## src/rtl/div_pkg.sv

```systemverilog
// Shared types and flag helpers for the sequential restoring divider.
package div_pkg;

  typedef enum logic [1:0] {IDLE, CALC, DONE} div_state_t;

  localparam int FLAG_V = 0;
  localparam int FLAG_C = 1;
  localparam int FLAG_Z = 2;
  localparam int FLAG_N = 3;

  function automatic logic [3:0] pack_flags(input logic n, input logic z,
                                            input logic c, input logic v);
    logic [3:0] f;
    f         = 4'b0000;
    f[FLAG_N] = n;
    f[FLAG_Z] = z;
    f[FLAG_C] = c;
    f[FLAG_V] = v;
    return f;
  endfunction

endpackage

```

## src/rtl/div_step.sv

```systemverilog
// One restoring-division step: shift in the next dividend bit, trial-subtract the divisor.
module div_step #(
  parameter int N = 32
) (
  input  logic [N-1:0] rem_i,
  input  logic         qmsb_i,
  input  logic [N-1:0] divisor_i,
  output logic [N-1:0] next_rem_o,
  output logic         q_bit_o
);

  logic [N:0] shifted;
  logic [N:0] diff;

  always_comb begin
    shifted    = {rem_i, qmsb_i};
    diff       = shifted - {1'b0, divisor_i};
    // A borrow out of the top bit means the divisor did not fit: restore.
    q_bit_o    = ~diff[N];
    next_rem_o = diff[N] ? shifted[N-1:0] : diff[N-1:0];
  end

endmodule

```

## src/rtl/div_seq_ctrl.sv

```systemverilog
// Multi-cycle unsigned divider controller: accepts a request, iterates div_step
// N times and presents quotient/remainder/flags over a valid/ready handshake.
module div_seq_ctrl
  import div_pkg::*;
#(
  parameter  int N  = 32,
  localparam int CW = $clog2(N)
) (
  input  logic         clk,
  input  logic         rst_n,
  input  logic         flush,
  input  logic         start_valid,
  output logic         start_ready,
  input  logic [N-1:0] dividend,
  input  logic [N-1:0] divisor,
  output logic         res_valid,
  input  logic         res_ready,
  output logic [N-1:0] quotient,
  output logic [N-1:0] remainder,
  output logic [3:0]   flags
);

  localparam logic [CW-1:0] CNT_LAST = CW'(N - 1);

  div_state_t    state_q, state_d;
  logic [N-1:0]  rem_q, rem_d;
  logic [N-1:0]  q_q, q_d;
  logic [N-1:0]  dvs_q, dvs_d;
  logic [CW-1:0] cnt_q, cnt_d;
  logic [N-1:0]  quot_q, quot_d;
  logic [N-1:0]  remd_q, remd_d;
  logic [3:0]    flags_q, flags_d;

  logic [N-1:0]  step_rem;
  logic          step_bit;
  logic [N-1:0]  step_q;

  div_step #(.N(N)) u_step (
    .rem_i      (rem_q),
    .qmsb_i     (q_q[N-1]),
    .divisor_i  (dvs_q),
    .next_rem_o (step_rem),
    .q_bit_o    (step_bit)
  );

  assign step_q = {q_q[N-2:0], step_bit};

  always_ff @(posedge clk or negedge rst_n) begin
    if (!rst_n) begin
      state_q <= IDLE;
      rem_q   <= '0;
      q_q     <= '0;
      dvs_q   <= '0;
      cnt_q   <= '0;
      quot_q  <= '0;
      remd_q  <= '0;
      flags_q <= 4'b0000;
    end else begin
      state_q <= state_d;
      rem_q   <= rem_d;
      q_q     <= q_d;
      dvs_q   <= dvs_d;
      cnt_q   <= cnt_d;
      quot_q  <= quot_d;
      remd_q  <= remd_d;
      flags_q <= flags_d;
    end
  end

  always_comb begin
    state_d     = state_q;
    rem_d       = rem_q;
    q_d         = q_q;
    dvs_d       = dvs_q;
    cnt_d       = cnt_q;
    quot_d      = quot_q;
    remd_d      = remd_q;
    flags_d     = flags_q;
    start_ready = (state_q == IDLE);
    res_valid   = (state_q == DONE);

    // Abort wins over accept and completion; visible outputs keep their last values.
    if (flush) begin
      state_d = IDLE;
    end else begin
      case (state_q)
        IDLE: begin
          if (start_valid) begin
            rem_d = '0;
            q_d   = dividend;
            dvs_d = divisor;
            cnt_d = CNT_LAST;
            if (divisor == '0) begin
              state_d = DONE;
              quot_d  = '1;
              remd_d  = dividend;
              flags_d = pack_flags(1'b1, 1'b0, 1'b0, 1'b1);
            end else begin
              state_d = CALC;
            end
          end
        end
        CALC: begin
          rem_d = step_rem;
          q_d   = step_q;
          cnt_d = cnt_q - 1'b1;
          if (cnt_q == '0) begin
            state_d = DONE;
            quot_d  = step_q;
            remd_d  = step_rem;
            flags_d = pack_flags(step_q[N-1], step_q == '0, step_rem != '0, 1'b0);
          end
        end
        DONE: begin
          if (res_ready) state_d = IDLE;
        end
        default: state_d = IDLE;
      endcase
    end
  end

  assign quotient  = quot_q;
  assign remainder = remd_q;
  assign flags     = flags_q;

endmodule
```

## config.mk

```make
export PLATFORM = sky130hd
export DESIGN_NAME = div_seq_ctrl
export DESIGN_NICKNAME = d
export VERILOG_FILES = /design/src/rtl/div_pkg.sv /design/src/rtl/div_step.sv /design/src/rtl/div_seq_ctrl.sv
export SDC_FILE = /design/constraint.sdc
export NUM_CORES = 1
export LEC_CHECK = 0
export CAP_MARGIN = 0
export CELL_PAD_IN_SITES_DETAIL_PLACEMENT = 0
export CELL_PAD_IN_SITES_GLOBAL_PLACEMENT = 2
export CORE_ASPECT_RATIO = 1.2
export CORE_UTILIZATION = 36
export DETAILED_ROUTE_END_ITERATION = 8
export PLACE_DENSITY = 0.95
export SYNTH_ARGS = -nofsm -noshare
export SYNTH_HDL_FRONTEND = slang
export SYNTH_SLANG_ARGS = --single-unit
```

## constraint.sdc

```tcl
create_clock -name clk -period 5.7 [get_ports clk]
set_input_delay 1.14 -clock clk [delete_from_list [all_inputs] [get_ports clk]]
set_output_delay 1.14 -clock clk [all_outputs]
set_load 0.02 [all_outputs]
```

==> results of run 1 <==
-- cells by family (layout without fill, tap and decap cells) --
| logic type | after synthesis | in the layout | synth area share [%] |
|---|---|---|---|
| adder cells (fa/ha/maj) | 35 | 35 | 4.764 |
| buffers and inverters | 103 | 218 | 4.376 |
| AND/OR/NAND/NOR | 339 | 339 | 16.02 |
| multiplexers | 25 | 25 | 2.770 |
| flip-flops | 170 | 170 | 45.50 |
| XOR/XNOR | 29 | 29 | 2.877 |
| AO/OA/AOI/OAI | 312 | 312 | 23.70 |
-- metrics by stage --
step	setup WS, ns	total power, mW
2_1_floorplan	2.419	4.053
3_3_place_gp	1.161	5.118
3_5_place_dp	1.115	5.169
4_1_cts	1.549	6.336
5_1_grt	1.303	6.745
6_report	1.538	6.297
-- power breakdown --
part / total (mW) / internal (mW) / switching (mW)
clock: 1.17 / 0.598 / 0.569
sequential: 2.05 / 1.69 / 0.367
combinational: 3.08 / 1.28 / 1.79
-- layer usage --
metal / share of wire [%] / vias up
li1: - / 3861
met1: 47 / 3839
met2: 47 / 190
met3: 3.7 / 26
met4: 2.0 / 0
met5: 0 / -
-- how the worst min path moves through the flow --
stage / start / end / slack, ns
6_report: remainder[9]$_DFFE_PN0P_ / remainder[9]$_DFFE_PN0P_ / 0.49
3_3_place_gp: remainder[18]$_DFFE_PN0P_ / remainder[18]$_DFFE_PN0P_ / 0.47
5_1_grt: flags[2]$_DFFE_PN0P_ / flags[2]$_DFFE_PN0P_ / 0.52
3_5_place_dp: flags[0]$_DFFE_PN0P_ / flags[0]$_DFFE_PN0P_ / 0.48
2_1_floorplan: cnt_q[0]$_DFFE_PN0P_ / cnt_q[0]$_DFFE_PN0P_ / 0.46
4_1_cts: remainder[9]$_DFFE_PN0P_ / remainder[9]$_DFFE_PN0P_ / 0.50
-- cells in the final DEF, fill, tap and decap left out, types with 8 or more instances in the layout --
cell type	count
xor2_1	10
ha_1	34
mux2i_1	18
a21oi_1	41
inv_1	39
o211ai_1	19
xnor2_1	17
buf_4	8
o21ai_1	8
a21o_1	11
nor2_1	66
nand3_1	8
nand4_1	12
o21a_1	25
clkdlybuf4s50_1	137
a31oi_1	42
o21ai_0	61
nand2_1	185
dfrtp_1	170
nor3_1	11
nor4_1	25
clkbuf_16	17
o31ai_1	20
o22a_1	37
-- area by class of cell --
class,instances,area share [%]
clock inverters,14,1.369
well taps,330,3.557
clock buffers,18,3.783
multi-input cells,740,40.78
repair buffers,147,12.60
inverters,39,1.261
flip-flops and latches,170,36.65
-- registers in the layout, indices dropped and copies added (netlist names) --
name	cells
flags	3
rem_q	32
q_q	32
cnt_q	5
remainder	32
quotient	32
dvs_q	32
state_q	2
==> metrics.txt, run 1 <==
H-tree depth=4; r2r setup slk=1.54 ns; RSZ-0062 raised after global routing=false; DIE AREA=26620 µm²; Seq. cell area=4254 µm²; PwrDens=542.5 nW/µm²; Leakage=4.746 nW; status=completed; Port Buf Inserts=138; crit path DAT=4.49 ns; crit path max fanout=24; Synth area leader=dfrtp_1; max-slew violations=0; crit-path cells=inv_1 > ha_1 > inv_1 > fa_1 > a21o_1 > a221oi_2 > o21ai_4 > a31oi_4 > o21ai_2 > xor2_4 > buf_4 > mux2i_1 > o211ai_1 > o21a_1; Required @ worst endpoint=6.03 ns; Reg-to-Reg End=remainder[11]$_DFFE_PN0P_; Startpoint Class=register; total core area=25540 µm²; Synth async-reset ratio=100.0%; drt wl/cell=18.12 µm; Synth top area share=45.50%; DRT antenna net count=0; largest net degree at the start of global routing=86; Post-DP HPWL=19750 µm; WP depth=14; fraction of layout cells with a size suffix above 1=7.004%; Critical-path top delay cell=xor2_4; Max VDD drop=213.6 µV; top cells by area, synth=dfrtp_1 45%, nand2_1 7.4%, ha_1 4.5%; crit path time final=4.162 ns; Worst setup EP type=register; Yosys warning count=0; placed insts=1426; post-synth cell types=70; setup bufs post-CTS=0; drc violations=0; Final period util=73.03%; met1 usage=28.08%; RR Startpoint=q_q[31]$_DFFE_PN0P_; CTS root buf=clkbuf_16; Post-Route Utilization=45.44%; Seq/Total Area, Yosys=45.50%; slowest stage delay, CP=0.71 ns; row count=64; Clock Latency Late Sink=0.44 ns; Yosys reg bits=170; CTS Buffer Depth=2; maxcap violations=0; headroom to the max-slew limit=20.44%; Initial Util=36.60%; Worst Hold Slack=0.4893 ns; Post-DP Area=11010 µm²; busiest grt layer=met2; hold path depth=1; drt first pass iters=7; initial antenna violation count=0; Mapped Area=9350 µm²; Ports=139; GRT met3 Usage=2.813%; count leader, synth=nand2_1; Post-CTS Resized=0; Post-synth EDFFs=0; met2 global-route usage=33.99%; Net count, final=1219; number of DRC markers in iteration 0=470; CTS clk-pin slew, worst paths=0.07 ns; Crit path top cell by count=inv_1; buffers plus inverters on the worst setup path=3; Max Fclk=240.2 MHz; crit path launch=q_q[31]$_DFFE_PN0P_; fillers=2457; final hold vios=0; vias in the first global route=7745; Multi-input gate area=4735 µm²; Setup TNS=0 ns; Worst-Margin Slew=1.193 ns; Die Wd=149.1 µm; total number of vias=7916; # setup viols final=0; Commonest cells post-synth=185 x nand2_1, 170 x dfrtp_1, 67 x nor2_1; Overflow after GRT=0; Worst Path Class, Setup=reg -> reg; routability cong.=0.8864; Mapped Nets=1117; Worst Hold Class=reg -> reg; Fin Clk Skew=0.008969 ns; Die Span Y=178.5 µm; ys flop type=dfrtp_1; ANT cells=0; Post-Layout Cell Count=1458; first-pass GRT wire length=42390 µm; crit path capture=remainder[11]$_DFFE_PN0P_; final wirelength=26420 µm; final instance area=11610 µm²; Reg2Reg Depth=14; number of CTS-inserted buffers=17; hold buffers post-CTS=0; CTS tree=built; syn avg cell area=9.230 µm²; Mapped Cells=1013; Via-to-Cell Ratio=5.429; largest delay contributor family on the critical path=compound AO/OA/AOI/OAI gates; area delta synth->final=24.15%; GR Util All Layers=20.79%; clock sink total=170
Power figures use the tool's default switching activity.
==> run 2, diff against run 1 <==
--- a/config.mk
+++ b/config.mk
@@ -9,9 +9,9 @@
 export CELL_PAD_IN_SITES_DETAIL_PLACEMENT = 0
 export CELL_PAD_IN_SITES_GLOBAL_PLACEMENT = 2
 export CORE_ASPECT_RATIO = 1.2
-export CORE_UTILIZATION = 36
+export CORE_UTILIZATION = 34
 export DETAILED_ROUTE_END_ITERATION = 8
-export PLACE_DENSITY = 0.95
+export PLACE_DENSITY = 0.92
 export SYNTH_ARGS = -nofsm -noshare
 export SYNTH_HDL_FRONTEND = slang
 export SYNTH_SLANG_ARGS = --single-unit
==> constraint.sdc (replaced) <==
create_clock -name clk -period 4.3 [get_ports clk]
set_input_delay 0.86 -clock clk [delete_from_list [all_inputs] [get_ports clk]]
set_output_delay 0.86 -clock clk [all_outputs]
set_load 0.02 [all_outputs]
==> metrics.txt, run 2 (synthesis results as in run 1) <==
vias in the first global route=7982 (was 7745); Net count, final=1234 (was 1219); most common cell after layout, fill and taps aside=nand2_1 (unchanged); # setup viols final=0 (unchanged); Max Fclk=269.0 MHz (was 240.2 MHz); most frequent cells in the layout=185 x nand2_1, 170 x dfrtp_1, 137 x clkdlybuf4s50_1 (unchanged); clock sink total=170 (unchanged); GR Util All Layers=20.25% (was 20.79%); initial antenna violation count=1 (was 0); Initial Util=34.52% (was 36.60%); Startpoint Class=register (unchanged); Leakage=4.815 nW (was 4.746 nW); final hold vios=0 (unchanged); Seq. cell area=4254 µm² (unchanged); P_sw=3.671 mW (was 2.729 mW); CTS tree=built (unchanged); fraction of layout cells with a size suffix above 1=8.136% (was 7.004%); Final period util=86.46% (was 73.03%); DRT antenna net count=0 (unchanged); drc violations=0 (unchanged); final wirelength=27740 µm (was 26420 µm); Switching Fraction=43.60% (was 43.34%); Die Wd=153.4 µm (was 149.1 µm); total core area=27090 µm² (was 25540 µm²); H-tree depth=4 (unchanged); status=completed (unchanged); drt wl/cell=18.71 µm (was 18.12 µm); Worst setup EP type=register (unchanged); Setup TNS=0 ns (unchanged); Clock Latency Late Sink=0.44 ns (about the same); hold buffers post-CTS=0 (unchanged); largest net degree at the start of global routing=105 (was 86); Overflow after GRT=0 (unchanged); Ports=139 (unchanged); CTS clk-pin slew, worst paths=0.07 ns (about the same); Die Span Y=183.7 µm (was 178.5 µm); PwrDens=718.6 nW/µm² (was 542.5 nW/µm²); Post-CTS Resized=0 (unchanged); Port Buf Inserts=138 (unchanged); CTS Buffer Depth=2 (unchanged); Via-to-Cell Ratio=5.448 (was 5.429); Worst Hold Class=reg -> reg (unchanged); crit path time final=3.718 ns (was 4.162 ns); Post-Route Utilization=43.26% (was 45.44%); fillers=2661 (was 2457); total number of vias=8079 (was 7916); headroom to the max-slew limit=33.90% (was 20.44%); drt first pass iters=5 (was 7); number of CTS-inserted buffers=17 (unchanged); area delta synth->final=25.30% (was 24.15%); share of total power in the clock network=18.2% (was 18.5%); sequential share of power=32.4% (was 32.6%); RSZ-0062 raised after global routing=false (unchanged); row count=66 (was 64); routability cong.=0.8575 (was 0.8864); maxcap violations=0 (unchanged); overall power=8.419 mW (was 6.297 mW); Required @ worst endpoint=4.61 ns (was 6.03 ns); Worst-Margin Slew=0.9915 ns (was 1.193 ns); CTS root buf=clkbuf_16 (unchanged); max-slew violations=0 (unchanged); setup bufs post-CTS=0 (unchanged); Multi-input gate area=4735 µm² (unchanged); number of DRC markers in iteration 0=494 (was 470); Comb power frac=49.3% (was 48.9%); Post-DP HPWL=20960 µm (was 19750 µm); Fin Clk Skew=0.01194 ns (was 0.008969 ns); DIE AREA=28170 µm² (was 26620 µm²); crit path max fanout=13 (was 24); first-pass GRT wire length=44170 µm (was 42390 µm); Worst Path Class, Setup=reg -> reg (unchanged); Internal Power=4.749 mW (was 3.568 mW); ANT cells=0 (unchanged); Max VDD drop=264.9 µV (was 213.6 µV); crit path DAT=4.03 ns (was 4.49 ns)
run 2: cell types whose count changed in the layout (fill, tap and decap cells not counted), moves of 2 or more:
cell and change:
buf_4 +15, clkinv_8 -2, inv_6 -2, inv_8 +3
run 2: worst paths after layout:
| check | depth (start not counted) | slack, ns | endpoint | startpoint |
|---|---|---|---|---|
| setup / recovery | 14 | 0.58 | flags[1]$_DFFE_PN0P_ | q_q[31]$_DFFE_PN0P_ |
| hold / removal | 1 | 0.49 | remainder[10]$_DFFE_PN0P_ | remainder[10]$_DFFE_PN0P_ |
| setup reg to reg | 14 | 0.58 | flags[1]$_DFFE_PN0P_ | q_q[31]$_DFFE_PN0P_ |
| hold reg to reg | 1 | 0.49 | remainder[10]$_DFFE_PN0P_ | remainder[10]$_DFFE_PN0P_ |
| max in group asynchronous | 2 | 2.76 | rem_q[1]$_DFFE_PN0P_ | rst_n |
| min in group asynchronous | 1 | 0.54 | quotient[13]$_DFFE_PN0P_ | rst_n |
run 2: stage by stage:
| stage | worst slack [ns] | std cells | area [µm²] | hold WS, ns |
|---|---|---|---|---|
| floorplan | 1.106 | 1013 | 9350 | 0.4624 |
| global placement | 0.2921 | 1451 | 11140 | 0.4733 |
| detailed placement | 0.2171 | 1451 | 11140 | 0.4798 |
| CTS | 0.5626 | 1483 | 11720 | 0.4969 |
| global route | 0.4005 | 1483 | 11720 | 0.5071 |
| finish | 0.5821 | 1483 | 11720 | 0.4903 |
run 2: cell type report:
class / count / share of cell area [%]
Timing Repair Buffer: 162 / 13.45
Clock inverter: 14 / 1.292
Inverter: 39 / 1.249
Clock buffer: 18 / 3.663
Sequential cell: 170 / 36.31
Tap cell: 340 / 3.631
Multi-Input combinational cell: 740 / 40.41
run 2: worst max-delay path, cell delays in order (launching register included):
cell      delay, ns
dfrtp_1        0.41
inv_1          0.06
ha_1           0.17
inv_1          0.06
fa_1           0.40
a21o_1         0.21
a221oi_2       0.37
o21ai_4        0.16
a31oi_4        0.22
o21ai_2        0.15
xnor2_2        0.29
buf_4          0.24
or4b_1         0.53
o41ai_2        0.21
a31oi_1        0.12
run 2: power groups by stage:
stage / Combinational [mW] / Clock (mW) / Sequential (mW)
final: 4.15 / 1.53 / 2.73
after global routing: 4.54 / 1.62 / 2.82
after CTS: 4.17 / 1.56 / 2.73
after detailed placement: 4.16 / 0 / 2.77
after global placement: 4.11 / 0 / 2.75
after floorplan: 2.43 / 0 / 2.95
run 2: per-layer routing:
metal	vias up	track usage, %	share of wire, %
li1	3889	-	-
met1	3924	26.56	46
met2	226	33.94	47
met3	40	3.182	4.3
met4	0	7.000	2.5
met5	-	0	0
